==> config.mk <==
export PLATFORM = sky130hd
export DESIGN_NAME = tt_sweep_capture
export DESIGN_NICKNAME = d
export VERILOG_FILES = /design/src/rtl/tt_sweep_capture.sv
export SDC_FILE = /design/constraint.sdc
export NUM_CORES = 1
export LEC_CHECK = 0
export ABC_AREA = 1
export CAP_MARGIN = 10
export CORE_UTILIZATION = 56
export DETAILED_ROUTE_END_ITERATION = 10
export GPL_ROUTABILITY_DRIVEN = 1
export PLACE_DENSITY = 0.86
export SLEW_MARGIN = 20
export SYNTH_ARGS = -nofsm -noshare
export SYNTH_HDL_FRONTEND = slang
export SYNTH_SLANG_ARGS = --single-unit
export TNS_END_PERCENT = 100
==> constraint.sdc <==
create_clock -name clk -period 6.1 [get_ports clk]
set_input_delay 1.22 -clock clk [delete_from_list [all_inputs] [get_ports clk]]
set_output_delay 1.22 -clock clk [all_outputs]
set_load 0.01 [all_outputs]
==> src/rtl/tt_sweep_capture.sv <==
`default_nettype none
// ============================================================================
// Module   : tt_sweep_capture
// Purpose  : Truth-table capture engine for a NUM_INPUTS-input, single-output
//            combinational function. Walks every input vector, samples the
//            function output, assembles the full table and compares it
//            against an expected table latched at start.
// Revision : 1.0  initial release
// ----------------------------------------------------------------------------
// Ports
//   clk                 in   1       rising-edge clock
//   rst_n               in   1       asynchronous active-low reset
//   start               in   1       begin sweep (accepted only in IDLE)
//   abort               in   1       terminate sweep, results invalidated
//   expected_tt         in   TT_W    expected table, latched at start
//   x_out               out  N       vector driven to the function
//   f_in                in   1       function output
//   busy                out  1       sweep in progress
//   done                out  1       one-cycle pulse, sweep completed
//   results_valid       out  1       results belong to last completed sweep
//   tt_out              out  TT_W    captured table, bit i = f(x_out=i)
//   match               out  1       tt_out == expected table
//   mismatch_count      out  N+1     number of differing bits
//   first_mismatch_idx  out  N       lowest differing index (0 if none)
// ============================================================================
module tt_sweep_capture #(
  parameter  int NUM_INPUTS    = 7,
  parameter  int SETTLE_CYCLES = 1,
  localparam int TT_W          = 2 ** NUM_INPUTS
) (
  input  logic                  clk,
  input  logic                  rst_n,
  input  logic                  start,
  input  logic                  abort,
  input  logic [TT_W-1:0]       expected_tt,
  output logic [NUM_INPUTS-1:0] x_out,
  input  logic                  f_in,
  output logic                  busy,
  output logic                  done,
  output logic                  results_valid,
  output logic [TT_W-1:0]       tt_out,
  output logic                  match,
  output logic [NUM_INPUTS:0]   mismatch_count,
  output logic [NUM_INPUTS-1:0] first_mismatch_idx
);

  localparam int CNT_W = NUM_INPUTS + 1;
  localparam int SC_W  = (SETTLE_CYCLES > 1) ? $clog2(SETTLE_CYCLES) : 1;
  localparam logic [SC_W-1:0]       SETTLE_LAST =
    SC_W'((SETTLE_CYCLES > 0) ? (SETTLE_CYCLES - 1) : 0);
  localparam logic [NUM_INPUTS-1:0] IDX_LAST    = {NUM_INPUTS{1'b1}};

  typedef enum logic [1:0] {
    S_IDLE   = 2'd0,
    S_HOLD   = 2'd1,
    S_SAMPLE = 2'd2,
    S_FINISH = 2'd3
  } state_t;

  state_t          state;
  state_t          state_next;
  logic [TT_W-1:0] exp_q;
  logic [SC_W-1:0] settle_cnt;
  logic            accept;
  logic            bit_differs;

  // start is only honoured in IDLE and loses to a simultaneous abort
  assign accept      = (state == S_IDLE) && start && !abort;
  assign bit_differs = f_in != exp_q[x_out];

  // --------------------------------------------------------------------------
  // State register
  // --------------------------------------------------------------------------
  always_ff @(posedge clk or negedge rst_n) begin
    if (!rst_n) begin
      state <= S_IDLE;
    end else begin
      state <= state_next;
    end
  end

  // --------------------------------------------------------------------------
  // Next-state and status decode
  // --------------------------------------------------------------------------
  always_comb begin
    state_next = state;
    busy       = 1'b0;
    done       = 1'b0;
    case (state)
      S_IDLE: begin
        if (accept) begin
          // With no settle time the HOLD state is skipped entirely
          state_next = (SETTLE_CYCLES == 0) ? S_SAMPLE : S_HOLD;
        end
      end
      S_HOLD: begin
        busy = 1'b1;
        if (abort) begin
          state_next = S_IDLE;
        end else if (settle_cnt == SETTLE_LAST) begin
          state_next = S_SAMPLE;
        end
      end
      S_SAMPLE: begin
        busy = 1'b1;
        if (abort) begin
          state_next = S_IDLE;
        end else if (x_out == IDX_LAST) begin
          state_next = S_FINISH;
        end else begin
          state_next = (SETTLE_CYCLES == 0) ? S_SAMPLE : S_HOLD;
        end
      end
      S_FINISH: begin
        done       = 1'b1;
        state_next = S_IDLE;
      end
      default: begin
        state_next = S_IDLE;
      end
    endcase
  end

  // match is only meaningful once a sweep has completed
  assign match = results_valid && (mismatch_count == '0);

  // --------------------------------------------------------------------------
  // Datapath: vector index (doubles as x_out), capture and comparison
  // --------------------------------------------------------------------------
  always_ff @(posedge clk or negedge rst_n) begin
    if (!rst_n) begin
      exp_q              <= '0;
      tt_out             <= '0;
      x_out              <= '0;
      settle_cnt         <= '0;
      mismatch_count     <= '0;
      first_mismatch_idx <= '0;
      results_valid      <= 1'b0;
    end else begin
      case (state)
        S_IDLE: begin
          if (accept) begin
            exp_q              <= expected_tt;
            tt_out             <= '0;
            x_out              <= '0;
            settle_cnt         <= '0;
            mismatch_count     <= '0;
            first_mismatch_idx <= '0;
            results_valid      <= 1'b0;
          end
        end
        S_HOLD: begin
          if (abort) begin
            x_out         <= '0;
            settle_cnt    <= '0;
            results_valid <= 1'b0;
          end else if (settle_cnt == SETTLE_LAST) begin
            settle_cnt <= '0;
          end else begin
            settle_cnt <= settle_cnt + SC_W'(1);
          end
        end
        S_SAMPLE: begin
          if (abort) begin
            x_out         <= '0;
            results_valid <= 1'b0;
          end else begin
            tt_out[x_out] <= f_in;
            if (bit_differs) begin
              mismatch_count <= mismatch_count + CNT_W'(1);
              if (mismatch_count == '0) begin
                first_mismatch_idx <= x_out;
              end
            end
            // The last vector's increment wraps the index back to 0,
            // which is exactly the x_out value wanted in FINISH/IDLE
            x_out <= x_out + NUM_INPUTS'(1);
            if (x_out == IDX_LAST) begin
              results_valid <= 1'b1;
            end
          end
        end
        default: begin
        end
      endcase
    end
  end

endmodule
`default_nettype wire

# Word level (Yosys, flattened, before mapping)
# Cells that the tools add are included.
[classes]
magnitude_cmp = 2
shifts = 0
add_sub_neg = 3
n_eq_ne = 12
n_bitwise = 0
div_mod_pow = 0
mux = 36
n_reduce_logical = 19
multipliers = 0
[op_table]
columns = ["op", "count"]
rows = [
  ["$mux 128", 2],
  ["$pmux 128 s2", 1],
  ["$bwmux 128", 1],
  ["$mux 7", 6],
  ["$mux 8", 3],
  ["$pmux 7 s3", 1],
  ["$pmux 8 s2", 1],
  ["$pmux 7 s2", 1],
  ["$mux 1", 10],
  ["$mux 2", 5],
  ["$ne 2x2->1 const B", 5],
  ["$add 8x1->8 const B", 1],
  ["$logic_not 8->1", 1],
  ["$lt 7x8->1 const B", 1],
  ["$pmux 2 s4", 1],
  ["$reduce_and 4->1", 2],
  ["$add 7x1->7 const B", 1],
  ["$bmux 1 s7", 1],
  ["$demux 1 s7", 1],
  ["$eq 7x7->1 const B", 1],
  ["$ge 7x1->1 const B", 1],
  ["$ne 3x3->1 const B", 2],
  ["$reduce_and 2->1", 3],
  ["$reduce_and 3->1", 2],
  ["13 further kinds", 18],
]
[word_totals]
mem_bits_rw = 0
latch_bits = 0
in_bits = 133
mem_bits_ro = 0
word_cells = 80
register_bits = 282
memories = 0

# Longest topological paths before layout
[depth]
depth_word = 7
ltp_mapped = 18

# Worst setup path before layout
# OpenSTA, ideal clock, no wires.
[synth_timing]
path_kind = "in2reg"
start = "input port abort"
end = "register x_out[4]"
setup_time_ps = 104
required_time_ps = 5996
arrival_ps = 2533
path_stages = 10
path_slack_ps = 3463
path_cell_list = "inv_1 -> nand3_1 -> inv_1 -> buf_2 -> nor2_1 -> nor3_2 -> inv_1 -> nor3_2 -> nand2_1 -> a221oi_1"
[synth_via]
elab_chain_cells = 4
elab_cells_between_ends = 7
cone_classes = "eq/ne: 2; mux: 2; reduce/logical: 3"
[synth_rtl]
columns = ["item", "line_no", "text"]
rows = [
  ["start, declared", "34", "input logic abort,"],
  ["$logic_not 1->1", "68", "assign accept = (state == S_IDLE) && start && !abort;"],
  ["$logic_and 1x1->1", "68", ""],
  ["$ne 2x2->1 (no source line)", "-", ""],
  ["$reduce_and 3->1 (no source line)", "-", ""],
  ["end signal, assigned", "177", "x_out <= x_out + NUM_INPUTS'(1);"],
  ["end, declared", "36", "output logic [NUM_INPUTS-1:0] x_out,"],
]
# Parallel ways exist; a longest one is shown, timed or not.
# A chain may end at the register's enable or synchronous reset.

# Worst setup path after layout
[layout_timing]
start = "input port abort"
end = "register tt_out[17]"
[layout_via]
elab_chain_cells = 4
elab_cells_between_ends = 5
cone_classes = "eq/ne: 2; reduce/logical: 3"
[layout_rtl]
columns = ["item", "line_no", "text"]
rows = [
  ["$logic_not 1->1", "68", ""],
  ["$logic_and 1x1->1", "68", ""],
  ["$ne 2x2->1 (no source line)", "-", ""],
  ["$reduce_and 3->1 (no source line) (*)", "-", ""],
  ["end signal, assigned by index", "168", "tt_out[x_out] <= f_in;"],
  ["end, declared", "41", "output logic [TT_W-1:0] tt_out,"],
]
# Mark *: on every way between the ends. The rest lies on a longest branch, timed or not.

==> results_tabular.tex <==
\begin{tabular}{lr}
\hline
Metric & Value \\
\hline
\multicolumn{2}{l}{\textbf{Cells and area}} \\
Number of cells in the finished layout apart from fillers & $\sim$2300 \\
ANT cells & 0 \\
Filler Cell Count & 1785 \\
Area occupied by multi-input gates & 5510 um\^{}2 \\
Highest-count cells in the layout ignoring fill and taps & 569 x sky130\_fd\_sc\_hd\_\_nand2\_1, 285 x sky130\_fd\_sc\_hd\_\_clkdlybuf4s50\_1, 280 x sky130\_fd\_sc\_hd\_\_dfrtp\_1 \\
Sequential cell area in the final layout & approximately 7000 um\^{}2 \\
Share of final-layout standard cells stronger than drive strength 1 & 4.09\% \\
Area Overhead vs Synth & 27.6\% \\
Non-Filler Cell Area, Final & 17700 um\^{}2 \\
Final net count & 2123 \\
Most common library cell in the layout ignoring fill and taps & sky130\_fd\_sc\_hd\_\_nand2\_1 \\
\multicolumn{2}{l}{\textbf{Placement}} \\
Count of placed standard cells including taps & $\sim$2300 \\
Weighted congestion reported at the end of routability-driven placement & a little under 0.9 \\
Sum of net half-perimeters after detailed placement & 25.5 mm \\
Number of input and output port buffers inserted & 286 \\
Cell area after placement & 16700 um\^{}2 \\
\multicolumn{2}{l}{\textbf{STA}} \\
Worst max-slew margin expressed relative to the limit & 19.7\% \\
Hold Fails Final Rpt & 0 \\
Slew @ Worst Pin & 1200 ps \\
Count of endpoints failing setup in the final report & 0 \\
Final min period & 4060 ps \\
Unrepaired setup endpoints after global routing & no \\
Setup TNS after final layout & 0 ps \\
Pins Over Slew Limit & 0 \\
Period utilization & 66.5\% \\
Worst clock skew & 11.7 ps \\
Fmax & about 250 MHz \\
\multicolumn{2}{l}{\textbf{Critical path}} \\
CP Data Required Time & 6540 ps \\
Cell breakdown of the critical path & clkdlybuf4s50\_1 -> inv\_1 -> nand3\_1 -> inv\_6 -> a21oi\_2 -> buf\_4 -> clkinv\_2 -> nand3\_4 -> buf\_12 -> o31ai\_1 \\
Buffers and inverters on the worst path & 6 \\
Worst flop-to-flop path endpoint & tt\_out[17]\$\_DFFE\_PN0P\_ \\
Type of element capturing the critical path & register \\
Critical R2R Launch & state[0]\$\_DFFE\_PN0N\_ \\
Biggest cell delay along the critical path & 640 ps \\
Arrival @ worst endpoint & roughly 4500 ps \\
Count of cells along the worst register-to-register path & 10 \\
WS Path Type & primary input to register \\
Standard cell with the maximum stage delay on the critical path & sky130\_fd\_sc\_hd\_\_inv\_6 \\
Peak fanout along the critical path & 128 \\
Cell family with the largest share of critical-path delay & buffers and inverters \\
Worst setup SP type & primary input \\
Setup slack, reg-to-reg & 2160 ps \\
\multicolumn{2}{l}{\textbf{Route}} \\
Final WL & 40.3 mm \\
Residual antenna-violating net count after detailed routing & 0 \\
Post-detailed-route via-to-cell ratio & 5.58 \\
Number of DRC violations after detailed-routing iteration 0 & approximately 1400 \\
Residual DRC count & 0 \\
Vias & 13000 \\
Detail-routed net length per standard cell & 17.3 um \\
DR pass1 iterations & 5 \\
\multicolumn{2}{l}{\textbf{Floorplan}} \\
Chip Width & 159 um \\
Number of placed I/O pins & 287 \\
Total die area & 25400 um\^{}2 \\
Die span in y & 159 um \\
Core area & approximately 24000 um\^{}2 \\
Standard-cell row count & 57 \\
Starting Density & around 57\% \\
\multicolumn{2}{l}{\textbf{Run status}} \\
Outcome & finished, final reports clean \\
\multicolumn{2}{l}{\textbf{Clock network}} \\
Quantity of gates resized following cts & 0 \\
Post CTS Setup Buffer Count & 0 \\
H-tree levels & 1 \\
Hold-fix buffers, CTS & 0 \\
Count of clock tree sinks & about 280 \\
Clock-pin slew reported for the worst setup and hold paths after clock tree synthesis & about 60 ps \\
Clock root buffer master & sky130\_fd\_sc\_hd\_\_clkbuf\_16 \\
Clock Latency Late Sink & 550 ps \\
Cts bufs inserted & 30 \\
CTS tree & built \\
Maximum clock insertion buffer count & 3 \\
\multicolumn{2}{l}{\textbf{GRT}} \\
Via count of the first global-routing pass & roughly 13000 \\
GRT Residual Overflow & 0 \\
Antenna violations before repair & 0 \\
Pin count of the biggest net entering global routing & 129 \\
Global-route wire length before repair & around 65 mm \\
Overall fraction of global-route tracks in use & 32.0\% \\
\multicolumn{2}{l}{\textbf{Logic synthesis}} \\
Yosys cell types & 38 \\
Share of the synthesized area in the top cell type & 50.7\% \\
Area of the mapped netlist & 13900 um\^{}2 \\
Number of cells produced by synthesis & 1772 \\
Dominant cell type by area after synthesis & sky130\_fd\_sc\_hd\_\_dfrtp\_1 \\
Fraction of the yosys area taken by sequential cells & 50.7\% \\
Largest cells by area after synthesis & sky130\_fd\_sc\_hd\_\_dfrtp\_1 51\%, sky130\_fd\_sc\_hd\_\_nand2\_1 15\%, sky130\_fd\_sc\_hd\_\_o21ai\_0 8.6\%, sky130\_fd\_sc\_hd\_\_inv\_1 5.5\%, sky130\_fd\_sc\_hd\_\_o31ai\_1 5.5\% \\
Number of storage elements in the synthesis netlist & 281 \\
Synthesized area per cell & 7.83 um\^{}2 \\
Total nets after synthesis & approximately 1900 \\
YS warnings & 0 \\
\multicolumn{2}{l}{\textbf{Power and ir drop}} \\
Share of total power in sequential cells & 39.7\% \\
Worst ir drop on vdd & 0.197 mV \\
Standby leakage power & 0.00788 uW \\
Internal Power & 3940 uW \\
Combinational Power Share & 30.7\% \\
Power per cell area & around 340 nW/um\^{}2 \\
Power dissipated by switching net loads & 2100 uW \\
Share of total power in the clock network & 29.7\% \\
Switching power as a share of total power & 34.8\% \\
\multicolumn{2}{l}{\textbf{Min path}} \\
Hold Crit Start & first\_mismatch\_idx[5]\$\_DFFE\_PN0P\_ \\
Number of cells on the worst hold path & 2 \\
Min-Delay Endpoint & first\_mismatch\_idx[5]\$\_DFFE\_PN0P\_ \\
Worst min path class & register to register \\
\multicolumn{2}{l}{\textbf{Job}} \\
Max-cap viol count & 0 \\
\hline
\end{tabular}
[sequential cells by signal, indices dropped and copies added, names as in the netlist]
signal / cells
exp_q: 128
first_mismatch_idx: 7
mismatch_count: 8
results_valid: 1
state: 2
tt_out: 128
x_out: 7
[Yosys cell counts]
| cell | count |
|---|---|
| sky130_fd_sc_hd__nand2_4 | 2 |
| sky130_fd_sc_hd__nand3_4 | 1 |
| sky130_fd_sc_hd__clkbuf_1 | 83 |
| sky130_fd_sc_hd__a211oi_1 | 1 |
| sky130_fd_sc_hd__xnor2_1 | 1 |
| sky130_fd_sc_hd__o21ai_1 | 3 |
| sky130_fd_sc_hd__a21oi_2 | 1 |
| sky130_fd_sc_hd__nor2_2 | 1 |
| sky130_fd_sc_hd__buf_6 | 6 |
| sky130_fd_sc_hd__o21bai_2 | 1 |
| sky130_fd_sc_hd__nor2_1 | 65 |
| sky130_fd_sc_hd__buf_1 | 11 |
| sky130_fd_sc_hd__clkbuf_8 | 2 |
| sky130_fd_sc_hd__buf_2 | 7 |
| sky130_fd_sc_hd__buf_4 | 8 |
| sky130_fd_sc_hd__ha_1 | 8 |
| sky130_fd_sc_hd__a21oi_1 | 32 |
| sky130_fd_sc_hd__o21ai_0 | 238 |
| sky130_fd_sc_hd__nand4_1 | 9 |
| sky130_fd_sc_hd__a221oi_1 | 1 |
| sky130_fd_sc_hd__nor4_1 | 1 |
| sky130_fd_sc_hd__nor2_4 | 2 |
| sky130_fd_sc_hd__dfrtp_1 | 281 |
| sky130_fd_sc_hd__inv_2 | 6 |
| sky130_fd_sc_hd__nand2_2 | 6 |
| sky130_fd_sc_hd__o22ai_1 | 27 |
| sky130_fd_sc_hd__nand3_1 | 73 |
| sky130_fd_sc_hd__nor3b_1 | 2 |
| sky130_fd_sc_hd__nor3_1 | 4 |
| sky130_fd_sc_hd__nand3b_1 | 1 |
| sky130_fd_sc_hd__o211ai_1 | 4 |
| sky130_fd_sc_hd__nor3_2 | 2 |
| sky130_fd_sc_hd__clkinv_1 | 5 |
| sky130_fd_sc_hd__inv_1 | 202 |
| sky130_fd_sc_hd__buf_12 | 1 |
| sky130_fd_sc_hd__nand2_1 | 569 |
| sky130_fd_sc_hd__xor2_1 | 4 |
| sky130_fd_sc_hd__o31ai_1 | 101 |
[per-stage QoR]
step | utilization, % | power (uW) | worst slack, ps | hold slack, ps
5_1_grt | 72.8 | 6440 | 1810 | 505
3_5_place_dp | 68.7 | 4240 | 1580 | 464
4_1_cts | 72.7 | 6040 | 2130 | 478
2_1_floorplan | - | 3750 | 3460 | 450
6_report | 72.8 | 6040 | 2040 | 480
3_3_place_gp | 68.7 | 4160 | 1700 | 457
[layout make-up]
class,instances,share of cell area [%]
clock buffers,47,5.17
clock inverters,6,0.311
inverters,213,4.55
multi-input cells,1160,31.1
flip-flops and latches,281,39.7
well taps,324,2.29
repair buffers,296,16.9
[worst max-delay path by stage]
stage                     start                endpoint  slack [ps]  cells after the start
after global routing      abort   tt_out[5]$_DFFE_PN0P_        1810                     10
after CTS                 abort  tt_out[17]$_DFFE_PN0P_        2130                     10
after global placement    abort  tt_out[43]$_DFFE_PN0P_        1700                     10
after detailed placement  abort  tt_out[17]$_DFFE_PN0P_        1580                     10
final                     abort  tt_out[17]$_DFFE_PN0P_        2040                     10
after floorplan           abort    x_out[4]$_DFFE_PN0P_        3460                     10
[worst register-to-register path, delay by kind of cell (launching register included)]
kind | cells | cell delay, ps
buf+inv | 5 | 1340
simple gates | 2 | 1080
fa+ha+maj | 1 | 560
flops | 1 | 430
compound gates | 2 | 410
[layer usage]
layer	vias to the layer above	global-route usage, %	routed length, um	part of all wire [%]
met2	594	50.2	18600	46
met1	6131	42.6	16300	40
met4	0	15.6	2060	5.1
li1	6128	-	-	-
met5	-	0	0	0
met3	129	6.41	3310	8.2
[power groups by stage]
stage                     clock network (uW)  logic (uW)  registers (uW)
final                                   1790        1860            2400
after global routing                    1880        2120            2430
after CTS                               1800        1840            2400
after detailed placement                   0        1810            2430
after global placement                     0        1750            2410
after floorplan                            0        1360            2390
[cells by family (layout without fill, tap and decap cells)]
family	after synthesis	in the layout	synth area share, %
adders and majority gates	8	8	0.721
AOI/OAI and AO/OA	409	409	17.0
buffers and inverters	331	562	9.82
xor gates and xnor gates	5	5	0.316
DFF	281	281	50.7
and+or+nand+nor	738	738	21.5
Power figures use the tool's default switching activity.
